<file path="src/rtl/pattern_match_if.sv">
// Bus bundle between a byte source / configuring agent and pattern_match_ctrl.
//
// Handshakes: a transfer happens on a rising clk edge where valid and ready
// are both 1. The offering side holds its valid and payload stable until
// that edge. ready never depends on valid in the same cycle. This applies
// to cfg_valid/cfg_ready and to in_valid/in_ready.
interface pattern_match_if #(
  parameter int PW    = 5,
  parameter int CNT_W = 8
);
  logic             cfg_valid;
  logic             cfg_ready;
  logic [PW-1:0]    cfg_pattern;
  logic             cfg_overlap;
  logic [CNT_W-1:0] cfg_target;
  logic             in_valid;
  logic             in_ready;
  logic [7:0]       in_data;
  logic             abort;
  logic             clear;
  logic             hit;
  logic [CNT_W-1:0] hit_count;
  logic             done;
  logic             busy;

  modport master (
    output cfg_valid, cfg_pattern, cfg_overlap, cfg_target,
    output in_valid, in_data, abort, clear,
    input  cfg_ready, in_ready, hit, hit_count, done, busy
  );

  modport slave (
    input  cfg_valid, cfg_pattern, cfg_overlap, cfg_target,
    input  in_valid, in_data, abort, clear,
    output cfg_ready, in_ready, hit, hit_count, done, busy
  );
endinterface

</file>
<file path="src/rtl/pattern_match_ctrl.sv">
// Configurable serial pattern detector: takes a pattern/overlap/target
// configuration, serializes incoming bytes MSB first at one bit per clock,
// counts pattern matches and stops once the target count is reached.
module pattern_match_ctrl #(
  parameter int PW    = 5,
  parameter int CNT_W = 8
) (
  input  logic                 clk,
  input  logic                 rst_n,
  pattern_match_if.slave       bus,
  output logic [1:0]           dbg_state
);

  typedef enum logic [1:0] {
    S_IDLE = 2'd0,
    S_RUN  = 2'd1,
    S_DONE = 2'd2
  } state_t;

  localparam int              LW      = $clog2(PW + 1);
  localparam logic [LW-1:0]   PW_L    = LW'(PW);
  localparam logic [CNT_W-1:0] CNT_MAX = '1;

  state_t           state;
  state_t           state_nxt;

  logic [PW-1:0]    pattern_q;
  logic             overlap_q;
  logic [CNT_W-1:0] target_q;
  logic [7:0]       shreg;
  logic [3:0]       bits_left;
  logic [PW-1:0]    hist;
  logic [LW-1:0]    hist_len;
  logic [CNT_W-1:0] count;
  logic             hit_q;

  logic             in_rdy;
  logic             cfg_take;
  logic             shift_en;
  logic [PW-1:0]    hist_nxt;
  logic [LW-1:0]    len_nxt;
  logic             match;
  logic [CNT_W-1:0] count_nxt;
  logic             target_hit;
  logic             accept;

  // Ready only when the serializer is empty or emitting its last bit,
  // so consecutive bytes stream without a bubble.
  assign in_rdy = (state == S_RUN) && (bits_left <= 4'd1);

  // Datapath decode: the bit leaving the serializer this edge, the
  // history it produces and whether that completes a counted match.
  always_comb begin
    cfg_take   = (state == S_IDLE) && bus.cfg_valid;
    shift_en   = (state == S_RUN) && (bits_left != 4'd0) && !bus.abort;
    hist_nxt   = {hist[PW-2:0], shreg[7]};
    len_nxt    = (hist_len == PW_L) ? PW_L : hist_len + 1'b1;
    match      = shift_en && (len_nxt == PW_L) && (hist_nxt == pattern_q);
    count_nxt  = (count == CNT_MAX) ? count : count + 1'b1;
    target_hit = match && (target_q != '0) && (count_nxt == target_q);
    // A byte offered on the target edge is swallowed: DONE discards it.
    accept     = in_rdy && bus.in_valid && !bus.abort && !target_hit;
  end

  // State register.
  always_ff @(posedge clk) begin
    if (!rst_n) state <= S_IDLE;
    else        state <= state_nxt;
  end

  // Next-state logic; abort outranks clear and the target transition.
  always_comb begin
    state_nxt = state;
    case (state)
      S_IDLE: if (cfg_take) state_nxt = S_RUN;
      S_RUN: begin
        if (bus.abort)      state_nxt = S_IDLE;
        else if (target_hit) state_nxt = S_DONE;
      end
      S_DONE: if (bus.abort || bus.clear) state_nxt = S_IDLE;
      default: state_nxt = S_IDLE;
    endcase
  end

  // Configuration latch, serializer, history and hit counter.
  always_ff @(posedge clk) begin
    if (!rst_n) begin
      pattern_q <= '0;
      overlap_q <= 1'b0;
      target_q  <= '0;
      shreg     <= '0;
      bits_left <= '0;
      hist      <= '0;
      hist_len  <= '0;
      count     <= '0;
      hit_q     <= 1'b0;
    end else begin
      hit_q <= 1'b0;
      case (state)
        S_IDLE: begin
          if (cfg_take) begin
            pattern_q <= bus.cfg_pattern;
            overlap_q <= bus.cfg_overlap;
            target_q  <= bus.cfg_target;
            shreg     <= '0;
            bits_left <= '0;
            hist      <= '0;
            hist_len  <= '0;
            count     <= '0;
          end
        end
        S_RUN: begin
          hit_q <= match;
          if (shift_en) begin
            shreg     <= {shreg[6:0], 1'b0};
            bits_left <= bits_left - 4'd1;
            hist      <= hist_nxt;
            // Non-overlap mode demands PW fresh bits after each match.
            hist_len  <= (match && !overlap_q) ? '0 : len_nxt;
            if (match) count <= count_nxt;
          end
          // Load wins over the last-bit decrement; target discards the rest.
          if (target_hit) begin
            bits_left <= '0;
          end else if (accept) begin
            shreg     <= bus.in_data;
            bits_left <= 4'd8;
          end
        end
        default: ;
      endcase
    end
  end

  assign bus.cfg_ready = (state == S_IDLE);
  assign bus.in_ready  = in_rdy;
  assign bus.hit       = hit_q;
  assign bus.hit_count = count;
  assign bus.done      = (state == S_DONE);
  assign bus.busy      = (state == S_RUN);
  assign dbg_state     = state;

endmodule

</file>
<file path="src/flat_wrapper.sv">
// flat-port wrapper written by rule: the top's interface ports become plain ports
module pattern_match_ctrl_flat 
#(
  parameter int PW    = 5,
  parameter int CNT_W = 8
)
  (clk, rst_n, dbg_state, bus_cfg_valid, bus_cfg_pattern, bus_cfg_overlap, bus_cfg_target, bus_in_valid, bus_in_data, bus_abort, bus_clear, bus_cfg_ready, bus_in_ready, bus_hit, bus_hit_count, bus_done, bus_busy);
  pattern_match_if #(.PW(PW), .CNT_W(CNT_W)) bus_i ();
  input  logic clk;
  input  logic rst_n;
  output logic [1:0] dbg_state;
  input wire logic [$bits(bus_i.cfg_valid)-1:0] bus_cfg_valid;
  input wire logic [$bits(bus_i.cfg_pattern)-1:0] bus_cfg_pattern;
  input wire logic [$bits(bus_i.cfg_overlap)-1:0] bus_cfg_overlap;
  input wire logic [$bits(bus_i.cfg_target)-1:0] bus_cfg_target;
  input wire logic [$bits(bus_i.in_valid)-1:0] bus_in_valid;
  input wire logic [$bits(bus_i.in_data)-1:0] bus_in_data;
  input wire logic [$bits(bus_i.abort)-1:0] bus_abort;
  input wire logic [$bits(bus_i.clear)-1:0] bus_clear;
  output wire logic [$bits(bus_i.cfg_ready)-1:0] bus_cfg_ready;
  output wire logic [$bits(bus_i.in_ready)-1:0] bus_in_ready;
  output wire logic [$bits(bus_i.hit)-1:0] bus_hit;
  output wire logic [$bits(bus_i.hit_count)-1:0] bus_hit_count;
  output wire logic [$bits(bus_i.done)-1:0] bus_done;
  output wire logic [$bits(bus_i.busy)-1:0] bus_busy;
  assign bus_i.cfg_valid = bus_cfg_valid;
  assign bus_i.cfg_pattern = bus_cfg_pattern;
  assign bus_i.cfg_overlap = bus_cfg_overlap;
  assign bus_i.cfg_target = bus_cfg_target;
  assign bus_i.in_valid = bus_in_valid;
  assign bus_i.in_data = bus_in_data;
  assign bus_i.abort = bus_abort;
  assign bus_i.clear = bus_clear;
  assign bus_cfg_ready = bus_i.cfg_ready;
  assign bus_in_ready = bus_i.in_ready;
  assign bus_hit = bus_i.hit;
  assign bus_hit_count = bus_i.hit_count;
  assign bus_done = bus_i.done;
  assign bus_busy = bus_i.busy;
  pattern_match_ctrl #(.PW(PW), .CNT_W(CNT_W)) u_core (.clk(clk), .rst_n(rst_n), .bus(bus_i), .dbg_state(dbg_state));
endmodule
</file>
<file path="config.mk">
export PLATFORM = sky130hd
export DESIGN_NAME = pattern_match_ctrl_flat
export DESIGN_NICKNAME = d
export VERILOG_FILES = /design/src/rtl/pattern_match_if.sv /design/src/rtl/pattern_match_ctrl.sv /design/src/flat_wrapper.sv
export SDC_FILE = /design/constraint.sdc
export NUM_CORES = 1
export LEC_CHECK = 0
export CORE_AREA = 2 2 82 84
export DETAILED_ROUTE_END_ITERATION = 8
export DIE_AREA = 0 0 84 86
export PLACE_DENSITY = 0.61
export RECOVER_POWER = 100
export SYNTH_ARGS = -nofsm -noshare
export SYNTH_HDL_FRONTEND = slang
export SYNTH_SLANG_ARGS = --single-unit
export TNS_END_PERCENT = 50
</file>
<file path="constraint.sdc">
create_clock -name clk -period 8.8 [get_ports clk]
set_input_delay 2.64 -clock clk [delete_from_list [all_inputs] [get_ports clk]]
set_output_delay 2.64 -clock clk [all_outputs]
set_load 0.03 [all_outputs]
</file>
---- After elaboration in Yosys (flattened, before gate mapping) ----
Cells that the tools add are included.
word-level totals
  register bits ........................... 44
  input port bits ......................... 28
  output and inout port bits .............. 15
  logic and storage cells ................. 81
cells by class
  add/sub/neg operators ................... 3
  order comparisons ....................... 1
  eq/ne operators ......................... 13
  muxes and demuxes ....................... 27
  reduce and logical (&&, ||, !) cells .... 27
operators with widths
  operator                                                                          number
  8-bit two-way mux                                                                 7
  8-bit case mux with 2 select lines                                                2
  4-bit two-way mux                                                                 6
  4-bit case mux with 2 select lines                                                2
  1-bit logical AND                                                                 12
  3-bit two-way mux                                                                 4
  3-bit AND reduction                                                               3
  8-bit by 1-bit adder with 8-bit output, second input constant                     1
  8-bit == test                                                                     1
  8-bit == test, second input constant                                              1
  2-bit two-way mux                                                                 4
  2-bit by 1-bit != test with 1-bit output, second input constant                   4
  8-bit nonzero test                                                                1
  3-bit == test, second input constant                                              2
  2-bit case mux with 3 select lines                                                1
  3-bit case mux with 2 select lines                                                1
  2-bit AND reduction                                                               3
  5-bit == test                                                                     1
  4-bit by 1-bit less-or-equal comparator with 1-bit output, second input constant  1
  4-bit by 1-bit != test with 1-bit output, second input constant                   1
  4-bit AND reduction                                                               1
  4-bit nonzero test                                                                1
  4-bit by 1-bit subtractor with 4-bit output, second input constant                1
  3-bit by 1-bit adder with 3-bit output, second input constant                     1
  7 further kinds                                                                   9

---- Longest topological paths before layout ----
  depth in word-level cells ............... 12
  mapped depth ............................ 9
  depth with buffers taken out ............ 8

---- Worst setup path before layout ----
No wires, ideal clock.
  path kind ............................... input to register
  start ................................... input port bus_abort
  end ..................................... register u_core.shreg[0]
  library setup time ...................... 122 ps
  arrival ................................. 4534 ps
  path slack .............................. 4144 ps
  cell stages on the path ................. 7
  cells stage by stage .................... or3b_1 -> a2111o_1 -> a2111oi_2 -> and4b_1 -> and4_4 -> nor2_4 -> a311o_1
between the ends
  cells in the longest elaborated chain, start to end .. 11
RTL lines
  item                                  RTL line                                            RTL
  from (decl)                           flat_wrapper.sv:18                                  input wire logic [$bits(bus_i.abort)-1:0] bus_abort;
  1-bit zero test *                     pattern_match_ctrl.sv:55, pattern_match_ctrl.sv:62
  1-bit logical AND                     pattern_match_ctrl.sv:55                            shift_en = (state == S_RUN) && (bits_left != 4'd0) && !bus.abort;
  1-bit logical AND (2 in a row)        pattern_match_ctrl.sv:58                            match = shift_en && (len_nxt == PW_L) && (hist_nxt == pattern_q);
  1-bit logical AND (2 in a row)        pattern_match_ctrl.sv:60                            target_hit = match && (target_q != '0) && (count_nxt == target_q);
  1-bit zero test                       pattern_match_ctrl.sv:62                            accept = in_rdy && bus.in_valid && !bus.abort && !target_hit;
  1-bit logical AND                     pattern_match_ctrl.sv:62
  8-bit two-way mux                     pattern_match_ctrl.sv:125                           end else if (accept) begin
  8-bit two-way mux *                   pattern_match_ctrl.sv:123                           if (target_hit) begin
  8-bit case mux with 2 select lines *  pattern_match_ctrl.sv:99                            case (state)
  to (signal assigned)                  pattern_match_ctrl.sv:115                           shreg <= {shreg[6:0], 1'b0};
  to (signal assigned)                  pattern_match_ctrl.sv:126                           shreg <= bus.in_data;
  to (decl)                             pattern_match_ctrl.sv:30                            logic [7:0] shreg;
Mark *: on every way between the ends. The rest lies on a longest branch, timed or not.
A chain may end at the register's enable or synchronous reset.

---- Worst setup path after layout ----
  start ................................... input port bus_abort
  end ..................................... register u_core.count[2], in the netlist u_core.bus.hit_count[2]
between the ends
  cells in the longest elaborated chain, start to end .. 6
RTL lines
  item                                                       RTL line                   RTL
  1-bit zero test *                                          pattern_match_ctrl.sv:55
  1-bit logical AND *                                        pattern_match_ctrl.sv:55
  1-bit logical AND (2 in a row)                             pattern_match_ctrl.sv:58
  2-bit by 1-bit != test with 1-bit output (no source line)  -
  4-bit AND reduction (no source line) *                     -
  to (signal assigned)                                       pattern_match_ctrl.sv:120  if (match) count <= count_nxt;
  to (decl)                                                  pattern_match_ctrl.sv:34   logic [CNT_W-1:0] count;
Marks and branches as above.

==> qor.txt <==
Largest net degree at the start of global routing -> 40
Ratio of cells with drive above 1 in the final layout -> 4.75%
Worst slew margin -> 10.4%
FP Rows -> 29
Lkg Pwr -> 1.13 nW
Critical path class -> primary input to register
Ys flop type -> dfxtp_1
Post-CTS Setup Bufs -> 0
Dpl hpwl -> 4370 um
Syn Nets -> 334
Worst-Skew Late Latency -> 290 ps
Post-synth EDFFs -> 0
CTS resizes -> 0
Xor and xnor area share after synthesis -> 4.27%
Global-route wire length before repair -> 9890 um
Dpl ws -> 3540 ps
Syn. warnings -> 0
GRT Total Usage -> 16.7%
Largest family of logic cells by synthesized area -> simple AND/OR/NAND/NOR gates
Power per standard cell area -> 145 nW/um^2
Synth Area in Simple Gates -> 27.2%
DRT iter0 DRCs -> 172
CTS tree -> built
# fillers -> 634
Worst vdd ir -> 0.124 mV
Fin crit share -> 62.9%
Initial Util -> 39.2%
Worst Path Required -> 8990 ps
Gr ovfl total -> 0
Synth cell types -> 63
Fin. Hold Viols -> 0
P&R area growth vs syn -> 22.3%
H-tree Lvls -> 2
Die area -> 7220 sq um
Synth async-reset ratio -> 0%
Initial antenna violation count -> 0
Hold Slack -> 469 ps
RePlAce Congestion -> 0.844
Cts bufs inserted -> 5
HP Class -> register to register
Setup TNS -> 0 ps
Clock root buffer master -> clkbuf_8
Adder-cell share of the synthesized area -> 1.52%
PnR worst setup slack -> 3260 ps
Wire length per cell -> 14.5 um
CP Max Fanout -> 12
Yosys reg bits -> 44
Number of port buffers -> 42
CP Capture Type -> register
Worst Max-Slew Pin Slew -> 1330 ps
Final Max Tran Viols -> 0
Vias in the first global route -> 2057
Seq/Total Area, Yosys -> 35.8%
Final Setup Violations -> 0
Clock sink count -> 44
Core Footprint -> 6280 sq um
Vias per cell -> 5.52
Synth Area in Compound Gates -> 24.7%
IO Pins -> 43
Minimum clock period -> 5540 ps
Worst Setup Start Kind -> primary input
Worst-case clock buffer depth -> 2
Cell area after synthesis -> 2460 sq um
Max-cap viol count -> 0
Remaining DRCs -> 0
Synth Area per Inst -> 8.13 sq um
Antenna Cells -> 0
Via count -> 2285
Clock skew -> 8.38 ps
Chip Width -> 84 um
CTS Hold Bufs -> 0
Cells after Synth -> 303
F_max -> 0.181 GHz
Antenna-violating nets left -> 0
Pre-Repair DR Iteration Count -> 4
Multiplexer share of the synthesized area -> 2.89%
Die H -> 86 um
Arr. time, crit path -> 5730 ps
RSZ-0062 raised after global routing -> false
CTS clk-pin slew, worst paths -> 90 ps
Status -> completed
# nets final -> 367
Routed WL -> 6000 um
cells in the mapped netlist, types with 2 or more instances:
cell      instances  share of area, %
ha_1              3               1.5
a21oi_1          10               2.0
and2_1            4               1.0
buf_2             4              0.81
or3_1             2              0.51
nand2b_1          5               1.3
o21ai_1           2              0.41
nand2_1          51               7.8
a31oi_1           3              0.76
a21o_1            3              0.91
xnor2_1          10               3.6
nor3b_1           2              0.61
nor3_1            5               1.0
clkbuf_1         13               2.0
inv_1             5              0.76
nor2_1           19               2.9
and3_1            4               1.0
nand3_1          17               3.5
a21boi_1          2              0.61
o221a_2           3               1.4
and4_1            3               1.1
a32oi_1           7               2.5
o21ai_0          10               2.0
o31ai_1           7               2.1
xor2_1            2              0.71
mux2i_1           6               2.4
a21boi_0         18               5.5
nand4_1           5               1.3
dfxtp_1          44                36
power by group:
group / switching, W / internal [W] / leakage, nW
combinational: 0.0000320 / 0.0000275 / 0.706
clock: 0.0000719 / 0.0000929 / 0.0614
sequential: 0.00000624 / 0.000205 / 0.358
total: 0.000110 / 0.000326 / 1.13
layer usage:
layer / track usage [%] / up-vias / part of all wire (%)
met5: 0 / - / 0
met4: 4.99 / 0 / 1.6
met3: 2.60 / 6 / 4.0
met2: 26.3 / 42 / 44
met1: 23.8 / 1069 / 50
li1: - / 1168 / -
critical path, stage by stage:
cell	delay [ps]
dlygate4sd3_1	590
or3b_1	400
a21o_1	310
a21oi_1	620
o21ai_0	680
o221a_2	490
cell usage in the layout, fill, tap and decap left out, types with 4 or more instances in the layout:
cell / instances
nand2_1: 51
dfxtp_1: 44
clkdlybuf4s50_1: 26
nor2_1: 20
a21boi_0: 19
nand3_1: 17
dlygate4sd3_1: 16
o21ai_0: 12
a21oi_1: 11
xnor2_1: 10
a32oi_1: 7
o31ai_1: 7
inv_1: 6
nand4_1: 6
mux2i_1: 6
clkbuf_8: 6
nand2b_1: 5
nor3_1: 5
and4_1: 4
and3_1: 4
metrics by stage:
stage / area, sq um / total power (W) / std cells / utilization (%)
after global placement: 2920 / 0.000278 / 406 / 46.5
after detailed placement: 2920 / 0.000277 / 406 / 46.5
final: 3010 / 0.000436 / 414 / 48.0
after global routing: 3010 / 0.000457 / 414 / 48.0
after CTS: 3040 / 0.000442 / 414 / 48.4
after floorplan: 2460 / 0.000252 / 303 / -
kinds of logic after synthesis:
| kind of cell | Yosys count |
|---|---|
| DFF | 44 |
| adders and majority gates | 3 |
| and+or+nand+nor | 132 |
| muxes | 7 |
| xor gates and xnor gates | 12 |
| buffers and inverters | 23 |
| AOI/OAI and AO/OA | 82 |
worst paths after layout:
kind	depth (start not counted)	start	slack, ps	to
setup / recovery	6	bus_abort	3260	u_core.bus.hit_count[2]
setup reg to reg	8	u_core.bus.hit_count[0]	5540	u_core.shreg[1]
hold reg to reg	2	u_core.overlap_q	470	u_core.overlap_q
hold / removal	2	u_core.overlap_q	470	u_core.overlap_q
flip-flops by register name, summed over array words and instances (netlist names):
signal                count
u_core.pattern_q          5
u_core.overlap_q          1
u_core.bus.hit_count      8
u_core.bus.hit            1
u_core.bits_left          4
u_core.hist               4
u_core.target_q           8
u_core.shreg              8
u_core.dbg_state          2
u_core.hist_len           3
layout make-up:
class / count / area (sq um) / share of cell area, %
clock buffers: 6 / 82.6 / 2.74
well taps: 77 / 96.3 / 3.20
repair buffers: 43 / 428 / 14.2
clock inverters: 2 / 38.8 / 1.29
multi-input cells: 236 / 1470 / 48.6
flip-flops and latches: 44 / 881 / 29.2
inverters: 6 / 22.5 / 0.747
(Power assumes the default switching activity.)
